File: src/rtl/mips_pkg.sv
// Shared definitions for the MIPS core pipeline.
//   INSTR_W / ADDR_W   : instruction and byte-address widths
//   NOP                : all-zero word (sll $0,$0,0), used to flush pipeline registers
//   DEFAULT_RESET_PC   : default PC after reset
//   if_id_t            : payload carried by the IF/ID pipeline register
package mips_pkg;

  localparam int unsigned INSTR_W = 32;
  localparam int unsigned ADDR_W  = 32;

  localparam logic [INSTR_W-1:0] NOP              = 32'h0000_0000;
  localparam logic [ADDR_W-1:0]  DEFAULT_RESET_PC = 32'h0000_0000;

  typedef struct packed {
    logic [INSTR_W-1:0] instr;
    logic [ADDR_W-1:0]  pc;
    logic [ADDR_W-1:0]  pc_plus4;
  } if_id_t;

endpackage

File: src/rtl/if_id_reg.sv
// One-entry IF/ID pipeline register.
//   clk, rst_n : clock, asynchronous active-low clear (payload -> zeros, valid -> 0)
//   load       : capture d and mark valid
//   flush      : drop the entry; instr becomes NOP, pc fields keep their value
//   d          : incoming payload
//   valid, q   : registered valid flag and payload
// flush has priority over load.
module if_id_reg
  import mips_pkg::*;
(
  input  logic   clk,
  input  logic   rst_n,
  input  logic   load,
  input  logic   flush,
  input  if_id_t d,
  output logic   valid,
  output if_id_t q
);

  logic   valid_q;
  if_id_t data_q;

  always_ff @(posedge clk or negedge rst_n) begin
    if (!rst_n) begin
      valid_q <= 1'b0;
      data_q  <= '0;
    end else if (flush) begin
      valid_q      <= 1'b0;
      data_q.instr <= NOP;
    end else if (load) begin
      valid_q <= 1'b1;
      data_q  <= d;
    end
  end

  assign valid = valid_q;
  assign q     = data_q;

endmodule

File: src/rtl/fetch_stage.sv
// Instruction-fetch stage: owns the PC, addresses the combinational instruction
// memory and captures the returned word into the IF/ID register.
//   clk, rst_n                  : clock, asynchronous active-low reset
//   imem_addr / imem_instr      : byte address out (= pc), instruction word back
//   redirect_valid, redirect_pc : taken branch/jump; flushes the IF/ID entry
//   id_ready                    : decode accepts if_* this cycle
//   if_valid, if_instr, if_pc,
//   if_pc_plus4                 : IF/ID register outputs
//   fetch_fault                 : sticky flag for a misaligned redirect target
// RESET_PC must be word aligned and below IMEM_WORDS*4.
module fetch_stage
  import mips_pkg::*;
#(
  parameter logic [ADDR_W-1:0] RESET_PC   = DEFAULT_RESET_PC,
  parameter int unsigned       IMEM_WORDS = 256
) (
  input  logic               clk,
  input  logic               rst_n,
  output logic [ADDR_W-1:0]  imem_addr,
  input  logic [INSTR_W-1:0] imem_instr,
  input  logic               redirect_valid,
  input  logic [ADDR_W-1:0]  redirect_pc,
  input  logic               id_ready,
  output logic               if_valid,
  output logic [INSTR_W-1:0] if_instr,
  output logic [ADDR_W-1:0]  if_pc,
  output logic [ADDR_W-1:0]  if_pc_plus4,
  output logic               fetch_fault
);

  localparam logic [ADDR_W-1:0] ImemBytes = ADDR_W'(IMEM_WORDS * 4);

  logic [ADDR_W-1:0] pc_q, pc_d;
  logic [ADDR_W-1:0] pc_plus4, next_seq;
  logic              fault_q, fault_d;
  logic              advance, load, flush;
  logic              valid;
  if_id_t            entry_d, entry_q;

  assign imem_addr = pc_q;
  assign pc_plus4  = pc_q + ADDR_W'(4);
  // Sequential fetch wraps at the end of instruction memory; if_pc_plus4 does not.
  assign next_seq  = (pc_plus4 == ImemBytes) ? '0 : pc_plus4;
  assign advance   = !fault_q && (!valid || id_ready);

  always_comb begin
    pc_d    = pc_q;
    fault_d = fault_q;
    load    = 1'b0;
    flush   = 1'b0;
    // Once faulted, fetch is frozen and redirects are ignored until reset.
    if (redirect_valid && !fault_q) begin
      flush = 1'b1;
      if (redirect_pc[1:0] == 2'b00) begin
        pc_d = redirect_pc;
      end else begin
        fault_d = 1'b1;
      end
    end else if (advance) begin
      load = 1'b1;
      pc_d = next_seq;
    end
  end

  always_ff @(posedge clk or negedge rst_n) begin
    if (!rst_n) begin
      pc_q    <= RESET_PC;
      fault_q <= 1'b0;
    end else begin
      pc_q    <= pc_d;
      fault_q <= fault_d;
    end
  end

  assign entry_d = '{instr: imem_instr, pc: pc_q, pc_plus4: pc_plus4};

  if_id_reg u_if_id_reg (
    .clk   (clk),
    .rst_n (rst_n),
    .load  (load),
    .flush (flush),
    .d     (entry_d),
    .valid (valid),
    .q     (entry_q)
  );

  assign if_valid    = valid;
  assign if_instr    = entry_q.instr;
  assign if_pc       = entry_q.pc;
  assign if_pc_plus4 = entry_q.pc_plus4;
  assign fetch_fault = fault_q;

endmodule

File: config.mk
export PLATFORM = sky130hd
export DESIGN_NAME = fetch_stage
export DESIGN_NICKNAME = d
export VERILOG_FILES = /design/src/rtl/mips_pkg.sv /design/src/rtl/if_id_reg.sv /design/src/rtl/fetch_stage.sv
export SDC_FILE = /design/constraint.sdc
export NUM_CORES = 1
export LEC_CHECK = 0
export CORE_ASPECT_RATIO = 1.75
export CORE_MARGIN = 10
export CORE_UTILIZATION = 55
export DETAILED_ROUTE_END_ITERATION = 8
export DONT_BUFFER_PORTS = 1
export MAX_ROUTING_LAYER = met4
export PLACE_DENSITY = 0.72
export SLEW_MARGIN = 20
export SYNTH_ARGS = -nofsm -noshare
export SYNTH_HDL_FRONTEND = slang
export SYNTH_HIERARCHICAL = 1
export SYNTH_SLANG_ARGS = --single-unit
File: constraint.sdc
create_clock -name clk -period 4.9 [get_ports clk]
set_input_delay 0.735 -clock clk [delete_from_list [all_inputs] [get_ports clk]]
set_output_delay 0.735 -clock clk [all_outputs]
set_load 0.01 [all_outputs]
# == Word-level counts from Yosys, hierarchy flattened ==
# Index checks and enable logic that the tools add are counted.
# W data, S select, Z words.
# totals
word_cells,33
regBits,130
inputBits,68
output_inout_bits,130
# op_classes
n_eq_ne,2
add_sub_neg,1
bitwise,2
reduce_logical,11
n_mux,11
# op_table
operator,n
$mux W32,5
$mux W96,1
$add A32 B3 Y32 const B,1
$eq A32 B11 Y1 const B,1
$reduce_and A2 Y1,3
$mux W1,5
$reduce_bool A2 Y1,2
$logic_and A1 B1 Y1,2
$logic_not A1 Y1,2
$logic_not A2 Y1,1
$ne A2 B1 Y1 const B,1
$not A1 Y1,2
$logic_or A1 B1 Y1,1

# == Depth between registers and ports, before layout ==
# depth
word_depth,7
ltp_mapped,9
mapped_depth_nobuf,8

# == Hierarchy ==
# Netlist, hierarchy kept.
# by_module_without_submodules
mod,instances,area_each_um2,seq_area_each_um2,cells_each
if_id_reg,1,4012.6,2427.3,243
fetch_stage,1,2666.3,825.8,332

# == Worst setup path after synthesis ==
# Ideal clock, no wire load.
# synth_timing
path_kind,register -> register
start,reg pc_q[4] (netlist: imem_addr[4])
end,reg pc_q[10] (netlist: imem_addr[10])
slack_ns,2.202
path_buffers,0
t_required_ns,4.768
setup_ns,0.132
path_stages_with_launch,8
t_arrival_ns,2.566
synth_period_minus_slack_ns,2.698
path_cell_list,dfrtp_1 > nand3_1 > or4_1 > nor4_1 > xor2_1 > or4b_1 > nor4_2 > o21ai_1
# synth_between
elab_chain_len,5
# synth_lines
element,line,source
from (decl),fetch_stage.sv:33,"logic [ADDR_W-1:0] pc_q, pc_d;"
from (signal assigned),fetch_stage.sv:70,pc_q <= pc_d;
$add A32 B3 Y32,fetch_stage.sv:41,assign pc_plus4 = pc_q + ADDR_W'(4);
net pc_plus4[31],fetch_stage.sv:34,"logic [ADDR_W-1:0] pc_plus4, next_seq;"
$eq A32 B11 Y1,fetch_stage.sv:43,assign next_seq = (pc_plus4 == ImemBytes) ? '0 : pc_plus4;
$mux W32,fetch_stage.sv:43,
$mux W32,fetch_stage.sv:59,end else if (advance) begin
$mux W32,fetch_stage.sv:52,if (redirect_valid && !fault_q) begin
# The timed path passes the listed nets, and every way through them passes these cells. The select of a mux whose other input is x is not followed.
# A chain may end at the register's enable or synchronous reset.

# == Final worst setup path ==
# layout_timing
start,reg pc_q[5] (netlist: imem_addr[5])
end,reg pc_q[3] (netlist: imem_addr[3])
# Same word-level chain as after synthesis.

==> summary.txt <==
RSZ-0062 raised after global routing - no
Global-route wire length before repair - 27400 um
Final instance area - 7250 um^2
Highest Clock Rate - 303 MHz
Fillers - 973
Seq/Total Area, Yosys - 48.7%
Yosys reg bits - 130
Number of buffers created by CTS - 17
Full die area - 17100 um^2
Max Cap Violations - 0
Skew-Pair Late Insertion Delay - 410 ps
Mapped Avg Cell Area - 11.6 um^2
Input/output buffers - 0
CP Launch Point - imem_addr[5]
Final Hold Fails - 0
CTS tree - built
Simple-Gate Fraction of Synth Area - 14.6%
DR iter-0 viols - 295
Overall via count from detail_route - 4490
Synth warn - 6
Post-Route WL - 17800 um
Mapped Area - 6680 um^2
Root buf cell - clkbuf_16
Status - finished clean
Compound-Gate Fraction of Synth Area - 6.37%
Post-CTS Resized - 0
DRT Pass-1 Iters - 5
Pleak - 3.20 nW
Setup TNS - 0 ps
Actual slew at the worst max-slew pin - 808 ps
Peak supply drop - 0.306 mV
Initial core utilization - 56.0%
Placement Cell Area - 6550 um^2
Largest net degree at the start of global routing - 131
# rows - 53
Remaining DRCs - 0
Vias in the first global route - 4700
Adder-cell share of the synthesized area - 0.187%
Final Cycle Share - 67.4%
Clock Path Buffers - 2
Hold Path Class - input pin to asynchronous set/reset pin
CP startpoint kind - register
Clk_skew - 8.83 ps
Post-synth cell types - 60
Number of flops mapped to enable cells by yosys - 0
Post-synth top area cell - dfrtp_1
Layout cell share with drive strength beyond 1 - 22.0%
CP endpoint kind - register
Nets - 628
Most common cell after layout, fill and taps aside - dfrtp_1
Async set-or-reset flop fraction in the synthesized netlist - 100%
Net Count, Synth - 644
Mux cell area share after synthesis - 21.2%
WP data required - 5170 ps
GRT Util Overall - 21.3%
Initial antenna violation count - 2
HPWL after detailed placement - 12800 um
Final setup vio count - 0
DRT antenna net count - 0
I/O pin count - 198
Post-synth top area share - 48.7%
R2r startpoint - imem_addr[5]
Ranking of synthesized cells by area - dfrtp_1, mux2_4, mux2i_1
Synth Area in XOR/XNOR - 3.28%
Clock sink count - 130
Commonest cells after routing, fill and taps aside - dfrtp_1, nor2_1, mux2_4
Worst Path Arrival - 3570 ps
DR WL/cell - 25.0 um
Final Slew Violations - 0
Gr ovfl total - 0
Cells after synthesis - 575
CP Max Fanout - 12
Chip height - 166 um
Main combinational cell family by area after synthesis - multiplexers
Core area - 11900 um^2
Via density - 6.31
Final GP Congestion - 0.908
Kind of critical path - register to register
H-tree Lvls - 4
Area growth, synth to finish - 8.62%
Time the worst path needs with I/O delays and setup - 3300 ps
Slew HR - 46.2%
Die X - 103 um
Power per standard cell area - 469 nW/um^2
Most used DFF post-synth - dfrtp_1
Clock transition at path regs - 60 ps
area by class of cell:
cell class                 instances  area (um^2)  share of cell area (%)
clock buffer                      20          457                    6.30
timing repair buffer               8         67.6                   0.931
inverter                           8         30.0                   0.414
sequential                       130         3250                    44.8
clock inverter                    12          204                    2.81
tap                              137          171                    2.36
multi-input combinational        394         3060                    42.2
antenna                            3         7.51                   0.103
logic make-up (layout without fill, tap and decap cells):
| group | after synthesis | after routing |
|---|---|---|
| buffers and inverters | 51 | 48 |
| adder cells (fa/ha/maj) | 1 | 1 |
| XOR/XNOR | 25 | 25 |
| AND/OR/NAND/NOR | 184 | 184 |
| flip-flops | 130 | 130 |
| other | 0 | 3 |
| AO/OA/AOI/OAI | 73 | 73 |
| multiplexers | 111 | 111 |
Yosys cell counts, types with 12 or more instances:
cell      instances
mux2i_1          46
nor2_1           72
nor4_1           13
xnor2_1          13
dfrtp_1         130
o21ai_0          13
nand3_1          14
clkbuf_1         16
nand4_1          13
xor2_1           12
nand2_1          23
mux2_4           60
a21oi_1          34
power breakdown:
group / internal [mW] / switching [mW] / leakage [nW]
Clock: 0.932 / 0.469 / 0.313
Sequential: 1.25 / 0.349 / 1.66
Combinational: 0.228 / 0.171 / 1.22
registers in the layout, summed over array words and instances (netlist names):
| register | count |
|---|---|
| fetch_fault | 1 |
| imem_addr | 32 |
| u_if_id_reg/q | 96 |
| u_if_id_reg/valid | 1 |
worst paths after layout:
check                                    endpoint  slack, ps  cells past startpoint
worst max-delay path                 imem_addr[3]       1600                      7
worst min-delay path            u_if_id_reg/q[52]         30                      0
worst max register to register       imem_addr[3]       1600                      7
worst min register to register  u_if_id_reg/q[48]        590                      1
max in group asynchronous       u_if_id_reg/q[23]       3830                      1
min in group clk                      fetch_fault        480                      2
layer usage:
layer	global-route usage [%]	wire, um	vias up
met5	-	0	-
met4	11.4	626	0
met3	7.62	1630	44
met2	33.8	9370	222
met1	22.2	6210	2214
li1	-	-	2010
worst max-delay path, cell delays in order (launching register included):
cell and delay, ps:
dfrtp_1 570, nand3_1 430, or4_1 660, nor3_2 280
xor2_1 150, or4b_1 540, nor4_2 420, o21ai_1 130
repair_timing:
action	in CTS	in global routing
endpoints found under the setup margin	0	0
hold buffers	0	3
buffers inserted	0	0
endpoints found under the hold margin	0	5
metrics by stage:
stage	setup WS [ps]	cells	hold WS (ps)	utilization, %	power (mW)
final	1600	712	26.5	60.8	3.40
after global routing	1350	711	0.469	60.8	3.56
after CTS	1600	706	1.19	60.4	3.43
after detailed placement	1630	674	447	54.9	2.01
after global placement	1750	674	446	54.9	1.99
after floorplan	2200	575	439	-	1.86
Note: power is estimated with default switching activity, not from simulation.
